## config.mk

```make
export PLATFORM = sky130hd
export DESIGN_NAME = fwd_hazard_ctrl_flat
export DESIGN_NICKNAME = d
export VERILOG_FILES = /design/src/rtl/fwd_hazard_ctrl_if.sv /design/src/rtl/fwd_hazard_ctrl.sv /design/src/flat_wrapper.sv
export SDC_FILE = /design/constraint.sdc
export NUM_CORES = 1
export LEC_CHECK = 0
export ABC_AREA = 1
export ABC_CLOCK_PERIOD_IN_PS = 3860
export BUFFER_PORTS_ARGS = -buffer_cell sky130_fd_sc_hd__buf_2
export CORE_MARGIN = 1
export CORE_UTILIZATION = 40
export CTS_BUF_LIST = sky130_fd_sc_hd__clkbuf_4 sky130_fd_sc_hd__clkbuf_8
export DETAILED_ROUTE_END_ITERATION = 16
export SYNTH_ARGS = -nofsm -noshare
export SYNTH_HDL_FRONTEND = slang
export SYNTH_SLANG_ARGS = --single-unit
```

## constraint.sdc

```tcl
create_clock -name i_clk -period 3.86 [get_ports i_clk]
set_clock_uncertainty 0.15 [all_clocks]
set_input_delay 0.579 -clock i_clk [delete_from_list [all_inputs] [get_ports i_clk]]
set_output_delay 0.579 -clock i_clk [all_outputs]
set_load 0.02 [all_outputs]
```

## src/rtl/fwd_hazard_ctrl_if.sv

```systemverilog
// ----------------------------------------------------------------------------
// fwd_hazard_ctrl_if
//   Bundles the decode-stage request, pipeline-stage status, completion bus
//   and controller responses of fwd_hazard_ctrl.
//   master : drives decode/stage/completion inputs, receives selects/stall
//   slave  : the controller itself
//   Signals:
//     i_opcode, i_rs1, i_rs2, i_rd, i_rd_write, i_issue_lat  decode instruction
//     i_stg_reg_write, i_stg_rd, i_stg_data_vld             per-stage status
//     i_cmpl_valid, i_cmpl_rd                               long-latency writeback
//     i_stall_cnt_clr                                       stall counter clear
//     o_forward_a/b, o_stall, o_sb_full, o_sb_err, o_stall_cnt  responses
// ----------------------------------------------------------------------------
interface fwd_hazard_ctrl_if #(
    parameter int FWD_STAGES = 2,
    parameter int SEL_W      = $clog2(FWD_STAGES + 2)
);
    logic [6:0]              i_opcode;
    logic [4:0]              i_rs1;
    logic [4:0]              i_rs2;
    logic [4:0]              i_rd;
    logic                    i_rd_write;
    logic                    i_issue_lat;
    logic [FWD_STAGES-1:0]   i_stg_reg_write;
    logic [5*FWD_STAGES-1:0] i_stg_rd;
    logic [FWD_STAGES-1:0]   i_stg_data_vld;
    logic                    i_cmpl_valid;
    logic [4:0]              i_cmpl_rd;
    logic                    i_stall_cnt_clr;
    logic [SEL_W-1:0]        o_forward_a;
    logic [SEL_W-1:0]        o_forward_b;
    logic                    o_stall;
    logic                    o_sb_full;
    logic                    o_sb_err;
    logic [31:0]             o_stall_cnt;

    modport master (
        output i_opcode, i_rs1, i_rs2, i_rd, i_rd_write, i_issue_lat,
               i_stg_reg_write, i_stg_rd, i_stg_data_vld,
               i_cmpl_valid, i_cmpl_rd, i_stall_cnt_clr,
        input  o_forward_a, o_forward_b, o_stall, o_sb_full, o_sb_err, o_stall_cnt
    );

    modport slave (
        input  i_opcode, i_rs1, i_rs2, i_rd, i_rd_write, i_issue_lat,
               i_stg_reg_write, i_stg_rd, i_stg_data_vld,
               i_cmpl_valid, i_cmpl_rd, i_stall_cnt_clr,
        output o_forward_a, o_forward_b, o_stall, o_sb_full, o_sb_err, o_stall_cnt
    );
endinterface

```

## src/rtl/fwd_hazard_ctrl.sv

```systemverilog
// ----------------------------------------------------------------------------
// fwd_hazard_ctrl
//   Decode-stage forwarding and hazard controller. Chooses the rs1/rs2 operand
//   source (register file, one of FWD_STAGES pipeline stages, or the
//   long-latency completion bus), raises stall on load-use, scoreboard and
//   in-flight-limit hazards, tracks pending long-latency destinations and
//   counts stalled cycles.
//   Ports:
//     i_clk    clock, rising edge
//     i_rst_n  synchronous reset, active low
//     bus      fwd_hazard_ctrl_if.slave (all request/response signals)
//   Select encoding: 0 = register file, k+1 = stage k, FWD_STAGES+1 = completion.
// ----------------------------------------------------------------------------
module fwd_hazard_ctrl #(
    parameter int FWD_STAGES = 2,
    parameter int MAX_OUTST  = 4,
    parameter int SEL_W      = $clog2(FWD_STAGES + 2)
) (
    input  logic              i_clk,
    input  logic              i_rst_n,
    fwd_hazard_ctrl_if.slave  bus
);
    localparam int CNT_W = $clog2(MAX_OUTST + 1);
    localparam logic [SEL_W-1:0] CMPL_SEL = SEL_W'(FWD_STAGES + 1);

    localparam logic [6:0] OP_JAL    = 7'b1101111;
    localparam logic [6:0] OP_LUI    = 7'b0110111;
    localparam logic [6:0] OP_AUIPC  = 7'b0010111;
    localparam logic [6:0] OP_R      = 7'b0110011;
    localparam logic [6:0] OP_STORE  = 7'b0100011;
    localparam logic [6:0] OP_BRANCH = 7'b1100011;
    localparam logic [6:0] OP_PIM    = 7'b0001011;

    logic [31:0]      sb_pend_p1;
    logic [CNT_W-1:0] sb_cnt_p1;
    logic             sb_err_p1;
    logic [31:0]      stall_cnt_p1;

    logic [31:0]      cmpl_mask;
    logic [31:0]      eff_pend;
    logic [31:0]      pend_nxt;
    logic [CNT_W-1:0] cnt_nxt;
    logic             use_a, use_b;
    logic             hit_a, hit_b, lu_a, lu_b;
    logic [SEL_W-1:0] stg_sel_a, stg_sel_b;
    logic [SEL_W-1:0] sel_a, sel_b;
    logic             stall_a, stall_b, stall_waw, stall_full, stall;
    logic             issue_ok, cmpl_ok, cmpl_err;

    // Youngest matching stage wins: scan oldest to youngest so the last hit sticks.
    function automatic void fwd_pick(
        input  logic [4:0]              rs,
        input  logic [FWD_STAGES-1:0]   wr,
        input  logic [5*FWD_STAGES-1:0] rd,
        input  logic [FWD_STAGES-1:0]   vld,
        output logic                    hit,
        output logic                    load_use,
        output logic [SEL_W-1:0]        sel
    );
        hit      = 1'b0;
        load_use = 1'b0;
        sel      = '0;
        for (int k = FWD_STAGES - 1; k >= 0; k--) begin
            if (wr[k] && (rd[5*k +: 5] == rs)) begin
                hit      = 1'b1;
                load_use = !vld[k];
                sel      = SEL_W'(k + 1);
            end
        end
    endfunction

    // ---- decode stage (p0): combinational source select and hazard detect ----
    always_comb begin
        use_a = !((bus.i_opcode == OP_JAL) || (bus.i_opcode == OP_LUI) ||
                  (bus.i_opcode == OP_AUIPC));
        use_b = (bus.i_opcode == OP_R) || (bus.i_opcode == OP_STORE) ||
                (bus.i_opcode == OP_BRANCH) || (bus.i_opcode == OP_PIM);

        // A completing register is no longer a hazard in the cycle it completes.
        cmpl_mask = bus.i_cmpl_valid ? (32'd1 << bus.i_cmpl_rd) : 32'd0;
        eff_pend  = sb_pend_p1 & ~cmpl_mask;

        fwd_pick(bus.i_rs1, bus.i_stg_reg_write, bus.i_stg_rd, bus.i_stg_data_vld,
                 hit_a, lu_a, stg_sel_a);
        fwd_pick(bus.i_rs2, bus.i_stg_reg_write, bus.i_stg_rd, bus.i_stg_data_vld,
                 hit_b, lu_b, stg_sel_b);

        sel_a   = '0;
        stall_a = 1'b0;
        if (use_a && (bus.i_rs1 != 5'd0)) begin
            if (hit_a) begin
                sel_a   = stg_sel_a;
                stall_a = lu_a;
            end else begin
                if (bus.i_cmpl_valid && (bus.i_cmpl_rd == bus.i_rs1)) sel_a = CMPL_SEL;
                stall_a = eff_pend[bus.i_rs1];
            end
        end

        sel_b   = '0;
        stall_b = 1'b0;
        if (use_b && (bus.i_rs2 != 5'd0)) begin
            if (hit_b) begin
                sel_b   = stg_sel_b;
                stall_b = lu_b;
            end else begin
                if (bus.i_cmpl_valid && (bus.i_cmpl_rd == bus.i_rs2)) sel_b = CMPL_SEL;
                stall_b = eff_pend[bus.i_rs2];
            end
        end

        stall_waw  = bus.i_rd_write && eff_pend[bus.i_rd];
        stall_full = bus.i_issue_lat && (sb_cnt_p1 == CNT_W'(MAX_OUTST)) && !bus.i_cmpl_valid;
        stall      = i_rst_n && (stall_a || stall_b || stall_waw || stall_full);

        issue_ok = bus.i_issue_lat && bus.i_rd_write && (bus.i_rd != 5'd0) && !stall;
        cmpl_ok  = bus.i_cmpl_valid && sb_pend_p1[bus.i_cmpl_rd];
        cmpl_err = bus.i_cmpl_valid && !sb_pend_p1[bus.i_cmpl_rd];

        // Clear before set so a same-cycle issue to the completing rd stays pending.
        pend_nxt = sb_pend_p1;
        if (cmpl_ok)  pend_nxt[bus.i_cmpl_rd] = 1'b0;
        if (issue_ok) pend_nxt[bus.i_rd]      = 1'b1;

        case ({issue_ok, cmpl_ok})
            2'b10:   cnt_nxt = sb_cnt_p1 + CNT_W'(1);
            2'b01:   cnt_nxt = sb_cnt_p1 - CNT_W'(1);
            default: cnt_nxt = sb_cnt_p1;
        endcase
    end

    // ---- scoreboard / counter state (p1) ----
    always_ff @(posedge i_clk) begin
        if (!i_rst_n) begin
            sb_pend_p1   <= '0;
            sb_cnt_p1    <= '0;
            sb_err_p1    <= 1'b0;
            stall_cnt_p1 <= '0;
        end else begin
            sb_pend_p1 <= pend_nxt;
            sb_cnt_p1  <= cnt_nxt;
            sb_err_p1  <= cmpl_err;
            if (bus.i_stall_cnt_clr)
                stall_cnt_p1 <= '0;
            else if (stall && (stall_cnt_p1 != 32'hFFFF_FFFF))
                stall_cnt_p1 <= stall_cnt_p1 + 32'd1;
        end
    end

    assign bus.o_forward_a = i_rst_n ? sel_a : '0;
    assign bus.o_forward_b = i_rst_n ? sel_b : '0;
    assign bus.o_stall     = stall;
    assign bus.o_sb_full   = (sb_cnt_p1 == CNT_W'(MAX_OUTST));
    assign bus.o_sb_err    = sb_err_p1;
    assign bus.o_stall_cnt = stall_cnt_p1;

endmodule
```

## src/flat_wrapper.sv

```systemverilog
// flat-port wrapper written by rule: the top's interface ports become plain ports
module fwd_hazard_ctrl_flat 
#(
    parameter int FWD_STAGES = 2,
    parameter int MAX_OUTST  = 4,
    parameter int SEL_W      = $clog2(FWD_STAGES + 2)
)
  (i_clk, i_rst_n, bus_i_opcode, bus_i_rs1, bus_i_rs2, bus_i_rd, bus_i_rd_write, bus_i_issue_lat, bus_i_stg_reg_write, bus_i_stg_rd, bus_i_stg_data_vld, bus_i_cmpl_valid, bus_i_cmpl_rd, bus_i_stall_cnt_clr, bus_o_forward_a, bus_o_forward_b, bus_o_stall, bus_o_sb_full, bus_o_sb_err, bus_o_stall_cnt);
  fwd_hazard_ctrl_if #(.FWD_STAGES(FWD_STAGES), .SEL_W(SEL_W)) bus_i ();
  input  logic i_clk;
  input  logic i_rst_n;
  input wire logic [$bits(bus_i.i_opcode)-1:0] bus_i_opcode;
  input wire logic [$bits(bus_i.i_rs1)-1:0] bus_i_rs1;
  input wire logic [$bits(bus_i.i_rs2)-1:0] bus_i_rs2;
  input wire logic [$bits(bus_i.i_rd)-1:0] bus_i_rd;
  input wire logic [$bits(bus_i.i_rd_write)-1:0] bus_i_rd_write;
  input wire logic [$bits(bus_i.i_issue_lat)-1:0] bus_i_issue_lat;
  input wire logic [$bits(bus_i.i_stg_reg_write)-1:0] bus_i_stg_reg_write;
  input wire logic [$bits(bus_i.i_stg_rd)-1:0] bus_i_stg_rd;
  input wire logic [$bits(bus_i.i_stg_data_vld)-1:0] bus_i_stg_data_vld;
  input wire logic [$bits(bus_i.i_cmpl_valid)-1:0] bus_i_cmpl_valid;
  input wire logic [$bits(bus_i.i_cmpl_rd)-1:0] bus_i_cmpl_rd;
  input wire logic [$bits(bus_i.i_stall_cnt_clr)-1:0] bus_i_stall_cnt_clr;
  output wire logic [$bits(bus_i.o_forward_a)-1:0] bus_o_forward_a;
  output wire logic [$bits(bus_i.o_forward_b)-1:0] bus_o_forward_b;
  output wire logic [$bits(bus_i.o_stall)-1:0] bus_o_stall;
  output wire logic [$bits(bus_i.o_sb_full)-1:0] bus_o_sb_full;
  output wire logic [$bits(bus_i.o_sb_err)-1:0] bus_o_sb_err;
  output wire logic [$bits(bus_i.o_stall_cnt)-1:0] bus_o_stall_cnt;
  assign bus_i.i_opcode = bus_i_opcode;
  assign bus_i.i_rs1 = bus_i_rs1;
  assign bus_i.i_rs2 = bus_i_rs2;
  assign bus_i.i_rd = bus_i_rd;
  assign bus_i.i_rd_write = bus_i_rd_write;
  assign bus_i.i_issue_lat = bus_i_issue_lat;
  assign bus_i.i_stg_reg_write = bus_i_stg_reg_write;
  assign bus_i.i_stg_rd = bus_i_stg_rd;
  assign bus_i.i_stg_data_vld = bus_i_stg_data_vld;
  assign bus_i.i_cmpl_valid = bus_i_cmpl_valid;
  assign bus_i.i_cmpl_rd = bus_i_cmpl_rd;
  assign bus_i.i_stall_cnt_clr = bus_i_stall_cnt_clr;
  assign bus_o_forward_a = bus_i.o_forward_a;
  assign bus_o_forward_b = bus_i.o_forward_b;
  assign bus_o_stall = bus_i.o_stall;
  assign bus_o_sb_full = bus_i.o_sb_full;
  assign bus_o_sb_err = bus_i.o_sb_err;
  assign bus_o_stall_cnt = bus_i.o_stall_cnt;
  fwd_hazard_ctrl #(.FWD_STAGES(FWD_STAGES), .MAX_OUTST(MAX_OUTST), .SEL_W(SEL_W)) u_core (.i_clk(i_clk), .i_rst_n(i_rst_n), .bus(bus_i));
endmodule
```

==> impl_summary.log <==
[metrics] clock tree from TritonCTS: done
[metrics] CORE AREA: 13400 µm²
[metrics] share of the yosys chip area belonging to registers: 24.4%
[metrics] Area Overhead vs Synth: 15.4%
[metrics] Resized Gates After CTS: 0
[metrics] Fmax achieved: 277 MHz
[metrics] max-cap violation count: 0
[metrics] synthesized area divided by synthesized cell count: 5.91 µm²
[metrics] fraction of power consumed by sequential logic: roughly 41%
[metrics] min cycle time layout: 3.61 ns
[metrics] final antenna-violating net count: 0
[metrics] total nets after synthesis: 992
[metrics] most frequent standard cell in the layout excluding fill and tap cells: nand2_1
[metrics] # clock sinks: 68
[metrics] leading cell types in the layout, fill and taps excluded: 226 x nand2_1, 184 x nand3_1, 89 x nor2_1, 85 x buf_2, 82 x a21oi_1
[metrics] post-CTS setup buffer count: 0
[metrics] post-route total power: 1.72 mW
[metrics] Placed Area: 6220 µm²
[metrics] Sw Share: between 30% and 40%
[metrics] worst reg2reg path depth: 19
[metrics] count of endpoints failing setup in the final report: 0
[metrics] clock input transition at the sequential cells of the worst setup and hold paths: about 0.080 ns
[metrics] average wire per cell in the routed design: 18.1 µm
[metrics] number of iterations in the first detailed-routing pass: 7
[metrics] wire length of the first global-routing pass: approximately 34 mm
[metrics] Critical Path Source Type: input pin
[metrics] Rel. slew slack: 33.3%
[metrics] pin count of the biggest net entering global routing: 34
[metrics] CTS root buf: clkbuf_8
[metrics] number of vias per cell after detailed routing: 5.79
[metrics] number of hold violations in the final report: 0
[metrics] part of the total power dissipated in the clock network: 38.1%
[metrics] combinational group share of total power: approximately 21%
[metrics] global route total overflow: 0
[metrics] library cells used by synthesis: 39
[metrics] post-synthesis cell count: 942
[metrics] number of primary I/O pins: 86
[metrics] starting density of the core: approximately 42%
[metrics] sum of routed wire length over all layers: roughly 22 mm
[metrics] remaining routing DRC violations: 0
[metrics] post-synthesis cell area: 5570 µm²
[metrics] data required time of the worst path: around 3.1 ns
[metrics] Tot GR Track Use: a little over 30%
[metrics] die boundary height: 120 µm
[metrics] number of global-route vias before repair: approximately 6000
[metrics] Layout Nets: 1070
[metrics] clock network latency to the later pin of the worst-skew pair: 0.38 ns
[metrics] final RePlAce weighted congestion: 1.00
[metrics] overall die width: 120 µm
[metrics] Min-Delay Path Depth: 4
[metrics] number of input and output port buffers inserted: 85
[metrics] switching component of the power: 549 µW
[metrics] Peak supply drop: 0.000169 V
[metrics] antenna violations before repair: 0
[metrics] transition time at the pin with the least slew margin: 0.999 ns
[metrics] fraction of layout cells with a size suffix above 1: 13.6%
[metrics] data arrival time at the worst-slack endpoint: 2.88 ns
[metrics] fin. max-slew vios: 0
[metrics] total CTS buffers: 9
[metrics] depth of the CTS H-tree: 3
[metrics] Synth Register Bits: 68
[metrics] cell area after layout: between 6000 and 7000 µm²
[metrics] leakage power: 2.53 nW
[metrics] internal cell power: 1.17 mW
[metrics] number of buffers on the longest clock path: 2
[metrics] Fin Setup TNS: 0 ns
[metrics] count of antenna diodes in the layout: 0
[metrics] setup slack of the most critical reg-to-reg path: 0.87 ns
[metrics] setup repair after global routing missed its margin: false
[metrics] initial detailed-routing violation count: 932
[metrics] DP HPWL: 16.3 mm
[metrics] full die area: 14400 µm²
[metrics] pwr dens: approximately 270 nW/µm²
[metrics] outcome: finished clean
[metrics] count of standard-cell rows: 42
[metrics] Synth Warn #: 0
[metrics] type of the worst min-delay path: input pin to register
[metrics] Worst Setup End Kind: output port
[metrics] share of the cycle needed by the critical path after routing: 93.5%
[metrics] Setup CP Type: input pin to output port
[metrics] highest net fanout along the worst path: 11
[metrics] CTS Hold Bufs: 0
[metrics] total number of vias: 6952
[cell families (layout without fill, tap and decap cells)]
group                    Yosys count  after routing  synth area share (%)
AO/OA/AOI/OAI                    136            136                  13.8
XOR/XNOR                          34             34                  5.35
adder cells (fa/ha/maj)            3              3                 0.809
buffers and inverters            121            203                  8.65
flip-flops                        68             68                  24.4
AND/OR/NAND/NOR                  580            580                  46.9
[worst max-delay path, stage by stage]
cell and delay (ns):
buf_2 0.09, buf_4 0.18, nand2_1 0.10, nor2_2 0.41, nand2_1 0.23, nand2_1 0.16, nand2_1 0.06, a21oi_1 0.14
nor3_1 0.08, nand3_1 0.12, nor2_1 0.07, nor2_2 0.09, nand3_2 0.10, nand2_2 0.07, buf_4 0.19, inv_1 0.05
buf_2 0.15
[cell type report]
cell class                      count  area (µm²)
Clock buffer                       10         131
Clock inverter                      5        77.6
Fill cell                        1470        6970
Inverter                           80         300
Multi-Input combinational cell    753        3730
Sequential cell                    68        1360
Tap cell                          176         220
Timing Repair Buffer              108         611
[flip-flops by register name, summed over array words and instances (netlist names)]
signal and flops:
u_core.bus.o_stall_cnt 32, u_core.sb_cnt_p1 3, u_core.sb_pend_p1 32, u_core.bus.o_sb_err 1
[synth_stat cells, drive strengths merged]
| library cell | count | area [µm²] |
|---|---|---|
| inv | 78 | 293 |
| a21oi | 82 | 410 |
| a211o | 1 | 8.76 |
| a221oi | 5 | 43.8 |
| a22oi | 8 | 60.1 |
| clkbuf | 23 | 86.3 |
| o21ai | 15 | 75.1 |
| nand3 | 186 | 941 |
| xor2 | 27 | 236 |
| fa | 1 | 20.0 |
| ha | 2 | 25.0 |
| nand2 | 227 | 855 |
| a21boi | 1 | 7.51 |
| or2 | 1 | 6.26 |
| buf | 18 | 95.1 |
| o2111ai | 1 | 8.76 |
| o211ai | 4 | 30.0 |
| nor2 | 97 | 389 |
| o221ai | 1 | 8.76 |
| a31oi | 2 | 12.5 |
| dfxtp | 68 | 1360 |
| clkinv | 2 | 7.51 |
| o311ai | 1 | 8.76 |
| a211oi | 2 | 15.0 |
| xnor2 | 7 | 61.3 |
| nor3 | 20 | 116 |
| nor4 | 10 | 62.6 |
| o22ai | 13 | 81.3 |
| nand4 | 39 | 244 |
[path summary, 6_finish.rpt]
kind	endpoint	start
worst max-delay path	bus_o_stall	bus_i_cmpl_rd[0]
worst min-delay path	u_core.bus.o_stall_cnt[1]	bus_i_stall_cnt_clr
worst max register to register	u_core.sb_cnt_p1[2]	u_core.sb_pend_p1[26]
worst min register to register	u_core.sb_cnt_p1[0]	u_core.sb_cnt_p1[0]
[per-stage QoR]
| stage | std cells | util, % | setup slack [ns] | hold slack, ns |
|---|---|---|---|---|
| after floorplan | 942 | - | 0.559 | 0.294 |
| after global placement | 1185 | 46.4 | 0.269 | 0.313 |
| after detailed placement | 1185 | 46.4 | 0.225 | 0.320 |
| after CTS | 1200 | 48.0 | 0.350 | 0.304 |
| after global routing | 1200 | 48.0 | 0.139 | 0.313 |
| final | 1200 | 48.0 | 0.251 | 0.318 |
[power by group through the flow]
stage | combinational [mW] | clock, mW | sequential (mW)
floorplan | 0.216 | 0 | 0.729
global placement | 0.348 | 0 | 0.728
detailed placement | 0.345 | 0 | 0.728
CTS | 0.347 | 0.667 | 0.712
global route | 0.385 | 0.699 | 0.713
finish | 0.355 | 0.656 | 0.712
[per-layer routing]
layer / vias up / global-route usage [%] / wire length (µm)
li1: 3372 / - / -
met1: 3150 / 47.5 / 10400
met2: 389 / 39.4 / 8380
met3: 41 / 7.18 / 2450
met4: 0 / 11.7 / 501
met5: - / 0 / 0
Power figures use the tool's default switching activity.
